[src/rtl/regfile_mp_if.sv]
// Bus bundle for regfile_mp: write ports, read ports and the clear-busy flag.
// master = decode/write-back side, slave = register file.
interface regfile_mp_if #(
  parameter int unsigned DATA_W = 32,
  parameter int unsigned ADDR_W = 5,
  parameter int unsigned NUM_RD = 2,
  parameter int unsigned NUM_WR = 2
);
  logic [NUM_WR-1:0]        we;
  logic [NUM_WR*ADDR_W-1:0] waddr;
  logic [NUM_WR*DATA_W-1:0] wdata;
  logic [NUM_RD-1:0]        re;
  logic [NUM_RD*ADDR_W-1:0] raddr;
  logic [NUM_RD*DATA_W-1:0] rdata;
  logic                     init_busy;

  modport master (
    output we, waddr, wdata, re, raddr,
    input  rdata, init_busy
  );

  modport slave (
    input  we, waddr, wdata, re, raddr,
    output rdata, init_busy
  );
endinterface

[src/rtl/regfile_mp.sv]
// Multi-port register file with post-reset clear sequencer; register 0 reads zero.
// Define REGFILE_BYPASS_EN to forward same-cycle write data to matching read ports.
module regfile_mp #(
  parameter int unsigned DATA_W = 32,
  parameter int unsigned ADDR_W = 5,
  parameter int unsigned NUM_RD = 2,
  parameter int unsigned NUM_WR = 2
) (
  input  logic         clk,
  input  logic         rst,
  regfile_mp_if.slave  bus
);

  localparam int unsigned NREG = 2**ADDR_W;
  localparam logic [ADDR_W-1:0] LAST_ADDR = ADDR_W'(NREG - 1);

  typedef enum logic {CLEAR, READY} state_t;

  state_t            state;
  state_t            state_nxt;
  logic [ADDR_W-1:0] clr_ptr;
  logic              clr_en;
  logic              wr_en;
  logic              init_busy_c;
  logic [NUM_RD*DATA_W-1:0] rdata_c;

  logic [DATA_W-1:0] regs [NREG];

  // State register and clear pointer
  always_ff @(posedge clk or posedge rst) begin
    if (rst) begin
      state   <= CLEAR;
      clr_ptr <= ADDR_W'(1);
    end else begin
      state <= state_nxt;
      if (clr_en) clr_ptr <= clr_ptr + ADDR_W'(1);
    end
  end

  // Next-state logic: leave CLEAR once the last register is being cleared
  always_comb begin
    state_nxt = state;
    case (state)
      CLEAR:   if (clr_ptr == LAST_ADDR) state_nxt = READY;
      READY:   state_nxt = READY;
      default: state_nxt = CLEAR;
    endcase
  end

  // Output decode
  always_comb begin
    init_busy_c = 1'b0;
    clr_en      = 1'b0;
    wr_en       = 1'b0;
    case (state)
      CLEAR: begin
        init_busy_c = 1'b1;
        clr_en      = 1'b1;
      end
      READY:   wr_en = 1'b1;
      default: init_busy_c = 1'b1;
    endcase
  end

  // Array update; ascending port loop lets the highest-indexed port win a conflict
  always_ff @(posedge clk) begin
    if (clr_en) begin
      regs[clr_ptr] <= '0;
    end else if (wr_en) begin
      for (int unsigned k = 0; k < NUM_WR; k++) begin
        if (bus.we[k] && (bus.waddr[k*ADDR_W +: ADDR_W] != '0))
          regs[bus.waddr[k*ADDR_W +: ADDR_W]] <= bus.wdata[k*DATA_W +: DATA_W];
      end
    end
  end

  // Combinational read ports
  always_comb begin
    logic [ADDR_W-1:0] ra;
    logic [DATA_W-1:0] val;
    rdata_c = '0;
    ra      = '0;
    val     = '0;
    for (int unsigned j = 0; j < NUM_RD; j++) begin
      ra  = bus.raddr[j*ADDR_W +: ADDR_W];
      val = regs[ra];
`ifdef REGFILE_BYPASS_EN
      for (int unsigned k = 0; k < NUM_WR; k++) begin
        if (bus.we[k] && (bus.waddr[k*ADDR_W +: ADDR_W] == ra))
          val = bus.wdata[k*DATA_W +: DATA_W];
      end
`endif
      if (!rst && (state == READY) && (ra != '0) && bus.re[j])
        rdata_c[j*DATA_W +: DATA_W] = val;
    end
  end

  assign bus.rdata     = rdata_c;
  assign bus.init_busy = init_busy_c;

endmodule
[src/flat_wrapper.sv]
// flat-port wrapper written by rule: the top's interface ports become plain ports
module regfile_mp_flat 
#(
  parameter int unsigned DATA_W = 32,
  parameter int unsigned ADDR_W = 5,
  parameter int unsigned NUM_RD = 2,
  parameter int unsigned NUM_WR = 2
)
  (clk, rst, bus_we, bus_waddr, bus_wdata, bus_re, bus_raddr, bus_rdata, bus_init_busy);
  regfile_mp_if #(.DATA_W(DATA_W), .ADDR_W(ADDR_W), .NUM_RD(NUM_RD), .NUM_WR(NUM_WR)) bus_i ();
  input  logic clk;
  input  logic rst;
  input wire logic [$bits(bus_i.we)-1:0] bus_we;
  input wire logic [$bits(bus_i.waddr)-1:0] bus_waddr;
  input wire logic [$bits(bus_i.wdata)-1:0] bus_wdata;
  input wire logic [$bits(bus_i.re)-1:0] bus_re;
  input wire logic [$bits(bus_i.raddr)-1:0] bus_raddr;
  output wire logic [$bits(bus_i.rdata)-1:0] bus_rdata;
  output wire logic [$bits(bus_i.init_busy)-1:0] bus_init_busy;
  assign bus_i.we = bus_we;
  assign bus_i.waddr = bus_waddr;
  assign bus_i.wdata = bus_wdata;
  assign bus_i.re = bus_re;
  assign bus_i.raddr = bus_raddr;
  assign bus_rdata = bus_i.rdata;
  assign bus_init_busy = bus_i.init_busy;
  regfile_mp #(.DATA_W(DATA_W), .ADDR_W(ADDR_W), .NUM_RD(NUM_RD), .NUM_WR(NUM_WR)) u_core (.clk(clk), .rst(rst), .bus(bus_i));
endmodule
[config.mk]
export PLATFORM = sky130hd
export DESIGN_NAME = regfile_mp_flat
export DESIGN_NICKNAME = d
export VERILOG_FILES = /design/src/rtl/regfile_mp_if.sv /design/src/rtl/regfile_mp.sv /design/src/flat_wrapper.sv
export SDC_FILE = /design/constraint.sdc
export NUM_CORES = 2
export LEC_CHECK = 0
export CORE_MARGIN = 2
export CORE_UTILIZATION = 50
export DETAILED_ROUTE_END_ITERATION = 12
export PLACE_DENSITY = 0.67
export SLEW_MARGIN = 10
export SYNTH_ARGS = -nofsm -noshare
export SYNTH_HDL_FRONTEND = slang
export SYNTH_SLANG_ARGS = --single-unit
[constraint.sdc]
create_clock -name clk -period 10 [get_ports clk]
set_input_delay 2.5 -clock clk [delete_from_list [all_inputs] [get_ports clk]]
set_output_delay 2.5 -clock clk [all_outputs]
set_load 0.01 [all_outputs]
==> flow_summary.json <==
{
  "outcome": "completed",
  "cp_cell_sequence": "clkdlybuf4s50_1, nor2b_1, and3_2, nand3_1, a32oi_1, clkdlybuf4s50_1",
  "required_ps": 7500,
  "cts_root_buf": "clkbuf_16",
  "n_fill_cell": 9810,
  "crit_buf_inv": 2,
  "arrival_ps": 6220,
  "grt_pass1_wl_um": 329000,
  "initial_core_util": 0.503,
  "hold_depth": 1,
  "htreeDepth": 3,
  "synth-edff-count": 1024,
  "min-delay-start": "u_core.clr_ptr[0]",
  "finClkSkew_ps": 36.1,
  "cp-start-kind": "primary input",
  "yosysTopAreaCell": "edfxtp_1",
  "crit_slowest_cell": "and3_2",
  "gp_congestion": 0.919,
  "pwr_density_cell_nw_per_um2": 152,
  "globalRouteTotalUtil": 0.381,
  "cts_setup_buffers": 0,
  "ys_ff_latch": 1030,
  "finalInstanceArea_um2": 66800,
  "yosysWarnings": 0,
  "ys_top_cells_by_count": "edfxtp_1, nand2_1, o21ai_0",
  "r2r_end": "u_core.regs[24][12]",
  "post_cts_resized": 0,
  "rr_startpoint": "u_core.state",
  "rr_worst_depth": 4,
  "yosysUniqueCellTypes": 52,
  "placed_cell_area_um2": 63200,
  "crit_start": "rst",
  "whs_endpoint": "u_core.clr_ptr[0]",
  "ir_drop_mv": 0.125,
  "dominantRegCellSynth": "edfxtp_1",
  "leakagePower_nw": 23.7,
  "io_pins": 155,
  "syn_nets": 5278,
  "dp_hpwl_um": 134000,
  "cts_hold_buf": 0,
  "fin_crit_ps": 8720,
  "antenna_found_initial": 10,
  "max_freq_ghz": 0.115,
  "cts_tree": "built",
  "final_hold_viol_count": 0,
  "synthArstFlopShare": 0.00583,
  "ctsLongestPathBuffers": 3,
  "end_kind": "primary output",
  "worstMarginPinSlew_ps": 1360,
  "ys_top_cells_by_area": "edfxtp_1, mux4_2, mux2i_1, o21ai_0, nand2_1",
  "via_per_inst": 7.06,
  "critical_path_class": "in2out",
  "worstHoldPathType": "reg2reg",
  "vias": 47400,
  "path_clk_slew_ps": 60,
  "grt_pass1_vias": 44300,
  "syn-instance-count": 5186,
  "grt_max_degree": 103,
  "slowest_delay_ps": 1150,
  "rows": 127,
  "route.detailed.drc": 0,
  "fp.dieW_um": 351,
  "drt_wl_total_um": 238000,
  "cap_violations": 0,
  "clk_latency_ps": 740,
  "path_max_fanout": 24,
  "slew_headroom": 0.0929,
  "port_buffers": 154,
  "synthToLayoutAreaGrowth_pct": 10.8,
  "die_h_um": 351,
  "min_period_over_period": 0.872,
  "antenna_left": 0,
  "wl_per_cell_um": 35.5,
  "crit_family": "simple AND/OR/NAND/NOR gates",
  "reg2reg_slack_ps": 5900,
  "core_um2": 120000,
  "drv_slew": 0,
  "synth.avg_cell_area_um2": 11.6,
  "tns_ps": 0,
  "yosysSeqAreaShare": 0.513,
  "drt-initial-drc-count": 8119,
  "gr-total-overflow": 0,
  "drive_gt1_frac": 0.201,
  "clock_sinks": 1030,
  "finalSetupViolations": 0,
  "cpMostUsedCell": "clkdlybuf4s50_1",
  "drt_pass1_iterations": 9,
  "die_area_um2": 123000,
  "fin_nets": 5101,
  "synth_top_area_frac": 0.510,
  "yosysMostFrequentCell": "edfxtp_1",
  "cts_inserted_buffers": 110,
  "grt_setup_unrepaired": "false",
  "synth_area_um2": 60300
}
-- power by group --
group	internal (mW)	leakage [nW]	switching [mW]
logic	0.413	11.3	0.779
clock network	2.34	1.73	1.80
registers	4.79	10.7	0.00522
total	7.54	23.7	2.58
-- kinds of logic (layout without fill, tap and decap cells) --
family | Yosys count | after routing | share of synthesized area
compound gates | 1227 | 1227 | 0.117
xor+xnor | 3 | 3 | 0.000436
fa+ha+maj | 2 | 2 | 0.000415
buf+inv | 631 | 544 | 0.0445
flops | 1030 | 1030 | 0.513
mux | 1064 | 1064 | 0.237
other cells | 0 | 2 | 0
simple gates | 1229 | 1229 | 0.0879
-- cell type report --
type                       instances  area (um2)  area share
sequential                      1030       30900       0.463
multi-input combinational       3525       27300       0.409
clock buffer                     131        2850      0.0427
timing repair buffer             308        2850      0.0427
tap                             1612        2020      0.0302
clock inverter                    71         697      0.0104
inverter                          34         128     0.00191
antenna                            2        5.00   0.0000750
-- through the flow --
step                power (mW)  hold slack (ps)  utilization  worst slack, ps  instances
floorplan                 5.59              504            -             3340       5186
global placement          6.01              532        0.528             1480       6509
detailed placement        6.03              537        0.528             1510       6509
CTS                       10.1              542        0.557             1500       6711
global route              10.3              560        0.557             1400       6713
finish                    10.1              541        0.557             1280       6713
-- flip-flops by register name, indices dropped and copies added, names as in the netlist --
| register | cells |
|---|---|
| u_core.regs | 1024 |
| u_core.clr_ptr | 5 |
| u_core.state | 1 |
-- layer usage --
layer  up-vias  global-route usage  share of wire
met3       905               0.111           0.16
met5         -                   0        0.00037
li1      19200                   -              -
met1     23000               0.498           0.34
met2      4253               0.561           0.43
met4         8               0.237          0.074
-- how the worst max path moves through the flow --
stage | cells after the start | end | slack (ps)
5_1_grt | 7 | bus_rdata[8] | 1400
4_1_cts | 8 | bus_rdata[54] | 1500
3_5_place_dp | 8 | bus_rdata[54] | 1510
3_3_place_gp | 8 | bus_rdata[54] | 1480
6_report | 6 | bus_rdata[19] | 1280
2_1_floorplan | 6 | bus_rdata[9] | 3340
-- worst register-to-register path, stage by stage, from the launching register on --
cell and delay (ps):
dfrtp_1 980, o311ai_0 580, a21oi_1 1120, o21bai_4 540, buf_4 530
-- cells in the final DEF, fill, tap and decap left out, types with 55 or more instances in the layout --
cell and n:
nand2b_1 55, nand2_1 936, a21oi_1 55, clkbuf_16 111
clkdlybuf4s50_1 142, mux2_2 284, nand3_1 104, mux2i_1 518
a22oi_1 202, o21ai_0 800, mux4_2 261, a32oi_1 55
edfxtp_1 1024, a31oi_1 65, buf_4 144
Power figures use the tool's default switching activity.
